==> config.mk <==
export PLATFORM = sky130hd
export DESIGN_NAME = muldiv_ctrl
export DESIGN_NICKNAME = d
export VERILOG_FILES = /design/src/rtl/muldiv_pkg.sv /design/src/rtl/muldiv_ctrl_hilo_regfile.sv /design/src/rtl/muldiv_ctrl.sv
export SDC_FILE = /design/constraint.sdc
export NUM_CORES = 1
export LEC_CHECK = 0
export ABC_AREA = 1
export CELL_PAD_IN_SITES_DETAIL_PLACEMENT = 1
export CELL_PAD_IN_SITES_GLOBAL_PLACEMENT = 2
export CORE_ASPECT_RATIO = 1.25
export CORE_MARGIN = 2
export CORE_UTILIZATION = 21
export CTS_CLUSTER_SIZE = 28
export DETAILED_ROUTE_END_ITERATION = 8
export PLACE_DENSITY_LB_ADDON = 0.1
export SYNTH_ARGS = -nofsm -noshare
export SYNTH_HDL_FRONTEND = slang
export SYNTH_SLANG_ARGS = --single-unit
==> constraint.sdc <==
create_clock -name clk -period 1.9 [get_ports clk]
set_input_delay 0.19 -clock clk [delete_from_list [all_inputs] [get_ports clk]]
set_output_delay 0.19 -clock clk [all_outputs]
set_load 0.01 [all_outputs]
==> src/rtl/muldiv_pkg.sv <==
// Shared definitions for the HI/LO multiply/divide sequencer: decoder bit
// positions, md_op encodings and controller state encoding.
package muldiv_pkg;

    localparam int IDX_MULT  = 47;
    localparam int IDX_MULTU = 48;
    localparam int IDX_DIV   = 53;
    localparam int IDX_DIVU  = 32;
    localparam int IDX_MFHI  = 42;
    localparam int IDX_MFLO  = 43;
    localparam int IDX_MTHI  = 45;
    localparam int IDX_MTLO  = 46;

    localparam logic [1:0] OP_MULT  = 2'b00;
    localparam logic [1:0] OP_MULTU = 2'b01;
    localparam logic [1:0] OP_DIV   = 2'b10;
    localparam logic [1:0] OP_DIVU  = 2'b11;

    typedef enum logic [1:0] {
        ST_IDLE  = 2'b00,
        ST_ISSUE = 2'b01,
        ST_WAIT  = 2'b10
    } state_t;

    // Several muldiv bits at once is illegal; pick a fixed winner so the op is defined.
    function automatic logic [1:0] op_select(input logic mult, input logic multu, input logic div);
        logic [1:0] op;
        if (mult) begin
            op = OP_MULT;
        end else if (multu) begin
            op = OP_MULTU;
        end else if (div) begin
            op = OP_DIV;
        end else begin
            op = OP_DIVU;
        end
        return op;
    endfunction

endpackage

==> src/rtl/muldiv_ctrl_hilo_regfile.sv <==
// HI/LO architectural registers with a move-to write port and a
// mul/div result write port.
module hilo_regfile (
    input  logic        clk,
    input  logic        rst,
    input  logic        i_mthi,
    input  logic        i_mtlo,
    input  logic [31:0] i_mt_data,
    input  logic        i_res_we,
    input  logic [31:0] i_res_hi,
    input  logic [31:0] i_res_lo,
    output logic [31:0] o_hi,
    output logic [31:0] o_lo
);

    logic [31:0] r_hi;
    logic [31:0] r_lo;

    // Result and move-to writes never coincide; the result would win if they did.
    always_ff @(posedge clk) begin
        if (rst) begin
            r_hi <= 32'h0000_0000;
            r_lo <= 32'h0000_0000;
        end else if (i_res_we) begin
            r_hi <= i_res_hi;
            r_lo <= i_res_lo;
        end else begin
            if (i_mthi) begin
                r_hi <= i_mt_data;
            end
            if (i_mtlo) begin
                r_lo <= i_mt_data;
            end
        end
    end

    assign o_hi = r_hi;
    assign o_lo = r_lo;

endmodule

==> src/rtl/muldiv_ctrl.sv <==
// HI/LO multiply/divide sequencer: issues ops to an external iterative unit,
// stalls the core while busy and services MFHI/MFLO/MTHI/MTLO.
module muldiv_ctrl
    import muldiv_pkg::*;
#(
    parameter int CODE_W  = 54,
    parameter int TIMEOUT = 64
) (
    input  logic              clk,
    input  logic              rst,
    input  logic              instr_valid,
    input  logic [CODE_W-1:0] code,
    input  logic [31:0]       rs_val,
    input  logic [31:0]       rt_val,
    input  logic              flush,
    output logic              stall,
    output logic [31:0]       hilo_rdata,
    output logic              md_start,
    output logic [1:0]        md_op,
    output logic [31:0]       md_a,
    output logic [31:0]       md_b,
    output logic              md_abort,
    input  logic              md_done,
    input  logic [31:0]       md_hi,
    input  logic [31:0]       md_lo,
    output logic              timeout_err,
    output logic [31:0]       hi_q,
    output logic [31:0]       lo_q
);

    localparam int               CNT_W    = 8;
    localparam logic [CNT_W-1:0] CNT_LAST = CNT_W'(TIMEOUT - 1);

    state_t           r_state;
    state_t           w_state_nxt;
    logic [CNT_W-1:0] r_cnt;
    logic             r_md_start;
    logic             r_md_abort;
    logic             r_timeout_err;
    logic [1:0]       r_md_op;
    logic [31:0]      r_md_a;
    logic [31:0]      r_md_b;

    logic        w_mult, w_multu, w_div, w_divu;
    logic        w_mthi, w_mtlo, w_mfhi, w_mflo;
    logic        w_is_muldiv, w_is_mt, w_is_mf;
    logic [1:0]  w_op;
    logic        w_divzero, w_accept, w_mt_ok;
    logic        w_stall, w_res_we, w_abort_set, w_tmo_set;
    logic [31:0] w_hi, w_lo;
    logic        w_code_unused;

    assign w_mult  = instr_valid & code[IDX_MULT];
    assign w_multu = instr_valid & code[IDX_MULTU];
    assign w_div   = instr_valid & code[IDX_DIV];
    assign w_divu  = instr_valid & code[IDX_DIVU];
    assign w_mthi  = instr_valid & code[IDX_MTHI];
    assign w_mtlo  = instr_valid & code[IDX_MTLO];
    assign w_mfhi  = instr_valid & code[IDX_MFHI];
    assign w_mflo  = instr_valid & code[IDX_MFLO];

    // Class priority on illegal multi-hot codes: muldiv, then move-to, then move-from.
    assign w_is_muldiv = w_mult | w_multu | w_div | w_divu;
    assign w_is_mt     = ~w_is_muldiv & (w_mthi | w_mtlo);
    assign w_is_mf     = ~w_is_muldiv & ~w_is_mt & (w_mfhi | w_mflo);

    assign w_op      = op_select(w_mult, w_multu, w_div);
    assign w_divzero = w_op[1] & (rt_val == 32'h0000_0000);
    assign w_accept  = (r_state == ST_IDLE) & w_is_muldiv & ~w_divzero & ~flush;
    assign w_mt_ok   = (r_state == ST_IDLE) & w_is_mt & ~flush;

    // Remaining decoder bits belong to other execution units.
    assign w_code_unused = ^code;

    // Next-state, stall and one-shot event decode.
    always_comb begin
        w_state_nxt = r_state;
        w_stall     = 1'b0;
        w_res_we    = 1'b0;
        w_abort_set = 1'b0;
        w_tmo_set   = 1'b0;
        case (r_state)
            ST_IDLE: begin
                if (w_accept) begin
                    w_state_nxt = ST_ISSUE;
                    w_stall     = 1'b1;
                end else begin
                    w_state_nxt = ST_IDLE;
                end
            end
            ST_ISSUE: begin
                w_stall = 1'b1;
                if (flush) begin
                    w_state_nxt = ST_IDLE;
                    w_abort_set = 1'b1;
                end else begin
                    w_state_nxt = ST_WAIT;
                end
            end
            ST_WAIT: begin
                if (flush) begin
                    w_state_nxt = ST_IDLE;
                    w_abort_set = 1'b1;
                end else if (md_done) begin
                    w_state_nxt = ST_IDLE;
                    w_res_we    = 1'b1;
                end else if (r_cnt == CNT_LAST) begin
                    w_state_nxt = ST_IDLE;
                    w_abort_set = 1'b1;
                    w_tmo_set   = 1'b1;
                end else begin
                    w_stall = 1'b1;
                end
            end
            default: begin
                w_state_nxt = ST_IDLE;
            end
        endcase
    end

    // State, wait counter and registered handshake outputs.
    always_ff @(posedge clk) begin
        if (rst) begin
            r_state       <= ST_IDLE;
            r_cnt         <= 8'd0;
            r_md_start    <= 1'b0;
            r_md_abort    <= 1'b0;
            r_timeout_err <= 1'b0;
            r_md_op       <= 2'b00;
            r_md_a        <= 32'h0000_0000;
            r_md_b        <= 32'h0000_0000;
        end else begin
            r_state    <= w_state_nxt;
            r_md_start <= w_accept;
            r_md_abort <= w_abort_set;
            r_cnt      <= (r_state == ST_WAIT) ? (r_cnt + 8'd1) : 8'd0;
            if (w_accept) begin
                r_md_op <= w_op;
                r_md_a  <= rs_val;
                r_md_b  <= rt_val;
            end
            if (w_tmo_set) begin
                r_timeout_err <= 1'b1;
            end
        end
    end

    hilo_regfile u_hilo (
        .clk       (clk),
        .rst       (rst),
        .i_mthi    (w_mt_ok & w_mthi),
        .i_mtlo    (w_mt_ok & w_mtlo),
        .i_mt_data (rs_val),
        .i_res_we  (w_res_we),
        .i_res_hi  (md_hi),
        .i_res_lo  (md_lo),
        .o_hi      (w_hi),
        .o_lo      (w_lo)
    );

    // Move-from read port; HI wins if both move-from bits are set.
    always_comb begin
        if (w_is_mf & w_mfhi) begin
            hilo_rdata = w_hi;
        end else if (w_is_mf & w_mflo) begin
            hilo_rdata = w_lo;
        end else begin
            hilo_rdata = 32'h0000_0000;
        end
    end

    assign stall       = w_stall;
    assign md_start    = r_md_start;
    assign md_abort    = r_md_abort;
    assign md_op       = r_md_op;
    assign md_a        = r_md_a;
    assign md_b        = r_md_b;
    assign timeout_err = r_timeout_err;
    assign hi_q        = w_hi;
    assign lo_q        = w_lo;

endmodule

# Word level (Yosys, flattened, before mapping)

Cells that the tools add are included.

Logic and storage cells: 81
Bits in registers: 143
Output and inout bits: 166
Input port bits: 187

Add/subtract/negate cells: 1
Equal/unequal tests: 4
Multiplexer cells: 30
Reductions and logical operators: 5
Bitwise gates (word level): 31

Operator list:

| operator              | number |
|---|---|
| $mux W32              | 6 |
| $logic_not A32 Y1     | 1 |
| $and A1 B1 Y1         | 21 |
| $mux W1               | 15 |
| $mux W2               | 6 |
| $add A8 B1 Y8 const B | 1 |
| $eq A8 B6 Y1 const B  | 1 |
| $pmux W2 S3           | 1 |
| $not A1 Y1            | 5 |
| $or A1 B1 Y1          | 5 |
| $ne A4 B4 Y1 const B  | 1 |
| $reduce_bool A2 Y1    | 2 |
| $pmux W1 S3           | 1 |
| $eq A2 B1 Y1 const B  | 1 |
| $eq A2 B2 Y1 const B  | 1 |
| $logic_not A2 Y1      | 1 |
| $pmux W1 S2           | 1 |
| $reduce_or A2 Y1      | 1 |

# Longest topological paths before layout

Word-level depth: 12
Mapped depth: 12

# By module

From an unflattened synthesis, not the netlist that was laid out.

Cell total of the unflattened synthesis: 1149
Area total of the unflattened synthesis: 7230.7 µm²

By module, submodules not included:

| module       | times used | area an instance (µm²) | cells each |
|---|---|---|---|
| muldiv_ctrl  | 1          | 4191.5                 | 664 |
| hilo_regfile | 1          | 3039.2                 | 485 |

# Worst setup path after synthesis

No wires, ideal clock.

Path type: register to output
From: register r_state[0]
To: output port stall
Arrival: 1.445 ns
Path buffers: 2
Cell stages (with the launch flop): 9
Slack: 0.265 ns
Path through: dfxtp_1 inv_1 ha_1 nand2_1 nor2_4 buf_2 buf_4 nand2_1 a21oi_1

Word-level cells in the longest chain between the ends: 6
Elaborated cells on any way between the ends: 8
Those cells by class: eq/ne: 2; mux: 2; bitwise: 3; reduce/logical: 1

RTL lines:

| element                     | line                                 | source |
|---|---|---|
| from (decl)                 | muldiv_ctrl.sv:34                    | `state_t r_state;` |
| from (signal assigned)      | muldiv_ctrl.sv:133                   | `r_state <= w_state_nxt;` |
| $logic_not A2 Y1            | muldiv_ctrl.sv:69, muldiv_ctrl.sv:82 |  |
| $and A1 B1 Y1 (3 in series) | muldiv_ctrl.sv:69                    | `assign w_accept = (r_state == ST_IDLE) & w_is_muldiv & ~w_divzero & ~flush;` |
| $mux W1                     | muldiv_ctrl.sv:84                    | `if (w_accept) begin` |
| $pmux W1 S3 *               | muldiv_ctrl.sv:82                    | `case (r_state)` |
| to (decl)                   | muldiv_ctrl.sv:16                    | `output logic stall,` |

Mark *: on every way between the ends. The rest lies on a longest branch, timed or not.

# Worst setup path in the final report

From: input port instr_valid
To: output port hilo_rdata[27]

Word-level cells in the longest chain between the ends: 12
Elaborated cells on any way between the ends: 22
Those cells by class: mux: 2; bitwise: 20

RTL lines:

| element                          | line                                 | source |
|---|---|---|
| from (decl)                      | muldiv_ctrl.sv:11                    | `input logic instr_valid,` |
| $and A1 B1 Y1 (on tied branches) | muldiv_ctrl.sv:53, muldiv_ctrl.sv:54 |  |
| $or A1 B1 Y1 (3 in series)       | muldiv_ctrl.sv:63                    | `assign w_is_muldiv = w_mult \| w_multu \| w_div \| w_divu;` |
| $not A1 Y1                       | muldiv_ctrl.sv:64, muldiv_ctrl.sv:65 |  |
| $and A1 B1 Y1                    | muldiv_ctrl.sv:64                    | `assign w_is_mt = ~w_is_muldiv & (w_mthi \| w_mtlo);` |
| $not A1 Y1                       | muldiv_ctrl.sv:65                    | `assign w_is_mf = ~w_is_muldiv & ~w_is_mt & (w_mfhi \| w_mflo);` |
| $and A1 B1 Y1 (2 in series)      | muldiv_ctrl.sv:65                    |  |
| $and A1 B1 Y1                    | muldiv_ctrl.sv:165                   | `end else if (w_is_mf & w_mflo) begin` |
| $mux W32                         | muldiv_ctrl.sv:165                   |  |
| $mux W32 *                       | muldiv_ctrl.sv:163                   | `if (w_is_mf & w_mfhi) begin` |
| to (decl)                        | muldiv_ctrl.sv:17                    | `output logic [31:0] hilo_rdata,` |

Marks and branches as above.

==> flow_summary.toml <==
[run_status]
outcome = "finished clean"

[synthesis]
synth_top_family_by_area = "simple AND/OR/NAND/NOR gates"
syn-num-nets = 1344
synth_compound_area_share_pct = 16.2
ys_types = 26
synth_area_um2 = 7510
yosys.area_share.xor_xnor_pct = 0
synthMuxAreaShare_pct = 0
synthArstFlopShare_pct = 0
yosys_warnings = 0
yosys.area_share.simple_pct = 30.1
synthFlopType = "dfxtp_1"
syn_inst = 1152
synthAdderAreaFrac_pct = 0.833
yosysSeqAreaShare_pct = 38.1
synth_edf_count = 0
ys_ff_latch = 143
avgSynthCellArea_um2 = 6.52

[sta]
skew_ns = 0.00590
finalCritPeriodShare_pct = 94.7
worst_slack_ns = 0.101
period_minus_slack_ns = 1.80
finalHoldViolations = 0
max_clock_freq_mhz = 556
worst_pin_slew_ns = 0.498
setup_viol = 0
fin_setup_tns_ns = 0
rsz0062_at_grt = "no"
slew_violations = 0
relSlewSlack_pct = 66.8

[critical_path]
critPathMaxFanout = 5
cp-start-kind = "input port"
endpoint_kind = "primary output"
critPathArrivalTime_ns = 1.61
cp.required_ns = 1.71
path_class = "in -> out"

[drt]
viasPerCell = 4.34
wl_per_cell_um = 17.2
drtPass1Iterations = 4
ant_nets = 0
routed-via-count = 8541
drt_iter0_drc = 271
wirelength_mm = 33.8
drc = 0

[die]
fp.dieH_um = 215
dieArea_um2 = 37300
coreArea_um2 = 35400
die_w_um = 173
start_util_pct = 21.2
num_rows = 77
io_pins = 353

[power]
peakVddDrop_v = 0.000436
p_per_area_nw_per_um2 = 711
power.net_switching_mw = 2.31
pwr-share-seq_pct = 37.1
power_frac_comb_pct = 19.3
clockPowerShare_pct = 43.6
power_leakage_nw = 5.52
power.internal_mw = 6.52
total_power_mw = 8.82
switching_share_pct = 26.2

[clock_tree]
h-tree-depth = 4
clock_sinks = 143
clockBufferDepth = 2
cts.clk_slew.worst_paths_ns = 0.07
clock-root-buffer = "clkbuf_16"
cts_buffers = 17
clk_latency_ns = 0.43
cts_tree = "yes"

[global_routing]
grt_first_pass_wirelength_mm = 51.3
grtUsageTotal_pct = 18.0
grt.overflow.total = 0
antenna_found_initial = 4
grt_pass1_vias = 8602
grt_max_degree = 91

[job]
maxCapViolations = 0

[cells_and_area]
synthToLayoutAreaGrowth_pct = 65.1
drive_gt1_share_pct = 14.8
nets = 1670

[placed_design]
gp_congestion = 0.801
dp_slack_ns = -0.639
port_buffers = 306
hpwl_mm = 24.0

[hold_path]
hold_path_class = "in -> reg"
==> synth_stat cells, types with 2 or more instances <==
| master | n | area [um2] |
|---|---|---|
| o21ai_0 | 99 | 495 |
| buf_1 | 9 | 33.8 |
| buf_4 | 5 | 37.5 |
| nand3_1 | 147 | 736 |
| nand2_2 | 4 | 25.0 |
| nor2_1 | 127 | 477 |
| clkbuf_1 | 39 | 146 |
| dfxtp_1 | 143 | 2860 |
| nand3_2 | 21 | 210 |
| nor3_1 | 4 | 20.0 |
| o21ai_1 | 2 | 10.0 |
| nand4_1 | 6 | 37.5 |
| buf_6 | 10 | 113 |
| nand2_1 | 186 | 698 |
| a21oi_1 | 138 | 691 |
| buf_2 | 23 | 115 |
| ha_1 | 5 | 62.6 |
| inv_1 | 176 | 661 |
==> layout make-up <==
class / instances / area (um2)
well taps: 474 / 593
repair buffers: 393 / 3920
multi-input cells: 747 / 3700
fillers: 4355 / 23000
clock buffers: 23 / 478
inverters: 176 / 663
clock inverters: 9 / 180
diodes: 2 / 5.00
flip-flops and latches: 143 / 2870
==> registers in the layout, indices dropped and copies added, names as in the netlist <==
register,cells
timeout_err,1
md_abort,1
r_state,2
md_b,32
r_cnt,8
u_hilo.o_hi,32
md_start,1
md_a,32
u_hilo.o_lo,32
md_op,2
==> metal layers <==
| layer | GRT usage [%] | wire length, um |
|---|---|---|
| met5 | 0 | 13 |
| met4 | 7.29 | 951 |
| met3 | 4.67 | 1820 |
| met2 | 30.7 | 16200 |
| met1 | 21.4 | 14800 |
==> worst max-delay path: stages <==
cell and delay [ns]:
buf_4 0.14, nand2_2 0.07, nand2_2 0.07, nor2b_4 0.17, buf_6 0.12, nand4_1 0.16
buf_12 0.20, buf_8 0.12, buf_12 0.12, o21ai_2 0.10, buf_2 0.14
==> worst paths after layout <==
check / endpoint / cells after the start / startpoint / slack, ns
worst max-delay path: hilo_rdata[27] / 11 / instr_valid / 0.10
worst min-delay path: md_b[18]$_SDFFE_PP0P_ / 4 / rst / 0.15
worst max register to register: u_hilo.o_lo[25]$_SDFFE_PP0P_ / 9 / r_state[0]$_SDFFE_PP0P_ / 0.16
worst min register to register: md_op[1]$_SDFFE_PP0P_ / 2 / md_op[1]$_SDFFE_PP0P_ / 0.46
==> what timing repair did <==
item / 4_1_cts / 5_1_grt
hold buffers: 0 / 0
endpoints found under the setup margin: 33 / 36
resized for setup: 184 / 40
buffers inserted: 13 / 3
pin swaps: 7 / 11
cloned: 4 / 1
==> placed cells by master, fill, tap and decap left out, types with 8 or more instances in the layout <==
cell / instances
buf_2: 32
dfxtp_1: 140
o21ai_0: 80
buf_12: 22
nor2_1: 124
nand3_2: 27
nand3_1: 140
o21ai_2: 8
o21ai_1: 13
nand2_2: 9
nand2_1: 179
inv_1: 173
clkbuf_16: 18
a21oi_1: 136
buf_4: 56
clkdlybuf4s50_1: 265
==> logic make-up (layout without fill, tap and decap cells) <==
logic type / count (synthesis) / count (layout)
AOI/OAI and AO/OA: 242 / 242
adders and majority gates: 5 / 5
buffers and inverters: 262 / 601
DFF: 143 / 143
other: 0 / 2
and+or+nand+nor: 500 / 500
==> power by group through the flow <==
stage | clock (mW) | combinational, mW | sequential, mW
floorplan | 0 | 0.616 | 3.41
global placement | 0 | 1.66 | 3.34
detailed placement | 0 | 1.67 | 3.34
CTS | 3.99 | 1.73 | 3.28
global route | 4.10 | 1.89 | 3.30
finish | 3.84 | 1.71 | 3.27
==> per-stage QoR <==
step | hold slack [ns] | area (um2) | cells | util, %
finish | 0.151 | 12400 | 1967 | 35.1
global route | 0.160 | 12400 | 1967 | 35.1
CTS | 0.140 | 12300 | 1963 | 34.8
detailed placement | 0.451 | 11500 | 1914 | 32.5
global placement | 0.433 | 11500 | 1914 | 32.5
floorplan | 0.355 | 7510 | 1152 | -
No activity file was read; power rests on OpenSTA's default activity.
==> patch, RTL diff (same settings) <==
Change the localparam `CNT_W` from 8 to 6.
--- a/src/rtl/muldiv_ctrl.sv
+++ b/src/rtl/muldiv_ctrl.sv
@@ -28,7 +28,7 @@
     output logic [31:0]       lo_q
 );
 
-    localparam int               CNT_W    = 8;
+    localparam int               CNT_W    = 6;
     localparam logic [CNT_W-1:0] CNT_LAST = CNT_W'(TIMEOUT - 1);
 
     state_t           r_state;
Formal check against the unedited RTL: no difference found for any inputs over 4 cycles, from zero or initial values and one cycle with rst high; that may be too few to reach the edited logic, so the function may still have changed.
==> patch against the unedited design <==
Cell count down 4.4%; clock power down 11%; clock skew up 0.0048 ns; global-route usage up 0.93 points; total power down 6.4%; routed wire length up 0.99%; sequential share of layout area about the same; synthesized area down 3.6%; the flow now finishes with violations (setup timing); setup slack worse by 0.14 ns; sequential cell count down 2; final area down 1.3%.
==> patch: results (changes against the unedited design) <==
total CTS buffers: 17 (unchanged)
power attributed to the clock group: 3.43 mW (was 3.84 mW)
synthesized-area fraction occupied by adder cells: 0.00864 (was 0.00833)
total track usage: 0.189 (was 0.180)
Post-CTS Setup Repair Bufs: 18 (was 13)
count of synthesis-stage warnings from yosys: 0 (unchanged)
DRT iter0 DRCs: 265 (was 271)
maximum fanout along the worst path: 2 (was 5)
pin count of the biggest net entering global routing: 68 (was 91)
syn_nets: 1277 (was 1344)
PD cells: 674 nW/um^2 (was 711 nW/um^2)
worst setup path start: r_cnt[0] (was instr_valid)
cell internal pwr: 5.97 mW (was 6.52 mW)
nets: 1630 (was 1670)
routability cong.: 0.735 (was 0.801)
worst path setup slack after routing: -0.0363 ns (was 0.101 ns)
cell family with the largest share of critical-path delay: simple AND/OR/NAND/NOR gates (was buffers and inverters)
register area share after synthesis: 0.390 (was 0.381)
worst setup timing slack at the placement stage: -0.628 ns (was -0.639 ns)
Post-Layout Cell Count: 1881 (was 1967)
Avg Cell Area, Syn: 6.67 sq um (was 6.52 sq um)
slowest stage cell, crit path: dfxtp_2 (was buf_12)
number of global-route vias before repair: 8833 (was 8602)
list of most frequent post-synthesis cells: nand3_1 (235), nand2_1 (189), nor2_1 (178) (was nand2_1 (186), inv_1 (176), nand3_1 (147))
drt via density: 4.47 (was 4.34)
synthesized-area fraction occupied by xor and xnor cells: 0.00121 (was 0)
Resize count post-CTS: 162 (was 184)
Skew-Pair Late Insertion Delay: 0.46 ns (was 0.43 ns)
violations in the final reports: setup timing
worst supply voltage drop on vdd: 439 uV (was 436 uV)
source of the worst hold timing path: md_done (was rst)
DP Cell Count: 1819 (was 1914)
compound-gate portion of the synthesized area: 0.0957 (was 0.162)
clock slew at the register clock pins of the worst setup and hold paths: 0.06 ns
multiplexer fraction of the synthesized cell area: 0 (unchanged)
layout cell share with drive strength beyond 1: 0.166 (was 0.148)
normalized max-slew margin: 0.636 (was 0.668)
detailed-router iteration count before antenna repair: 4 (unchanged)
standard cell area after detailed placement: 11200 sq um (was 11500 sq um)
number of cells on the worst hold path: 6 (was 4)
share of power burned in combinational logic: 0.194
top area cells in the synthesized netlist: dfxtp_1 (39%), nand3_1 (16%), nand2_1 (9.8%) (was dfxtp_1 (38%), nand3_1 (9.8%), nand2_1 (9.3%))
run status: finished, violations left (was complete, no violations)
final count of negative-setup-slack endpoints: 1 (was 0)
Critical Path AT: 1.75 ns (was 1.61 ns)
peak per-stage delay on the critical path: 0.36 ns (was 0.20 ns)
dpl hpwl: 23700 microns (was 24000 microns)
setup TNS after final layout: -0.0363 ns (was 0 ns)
wire length of the first global-routing pass: 51500 microns (was 51300 microns)
R2R depth: 14 (was 9)
largest clock skew in the final design: 0.0107 ns (was 0.00590 ns)
Routed Wire Length: 34200 microns (was 33800 microns)
filler cell count: 4155 (was 4355)
static leakage power: 5.56 nW (was 5.52 nW)
-- patch: cell type report --
class                      count  area, sq um  area share
inverter                     117          442      0.0361
clock inverter                10          114     0.00930
tap                          429          537      0.0438
sequential                   141         2830       0.231
timing repair buffer         415         4090       0.334
antenna                        1         2.50    0.000204
multi-input combinational    746         3770       0.308
clock buffer                  22          464      0.0379
-- patch: path summary, 6_finish.rpt --
path	to	slack [ns]
max	stall	-0.04
min	r_state[0]	0.29
max reg2reg	timeout_err	0.08
min reg2reg	timeout_err	0.46
-- patch: per-layer routing --
layer | part of all wire | GRT usage
met5 | 0.00047 | 0
met1 | 0.43 | 0.219
met3 | 0.051 | 0.0510
met4 | 0.016 | 0.0516
met2 | 0.50 | 0.339
-- patch: cell families after synthesis --
family	count (synthesis)
and+or+nand+nor	634
buffers and inverters	198
AOI/OAI and AO/OA	106
xor gates and xnor gates	1
DFF	141
adders and majority gates	5
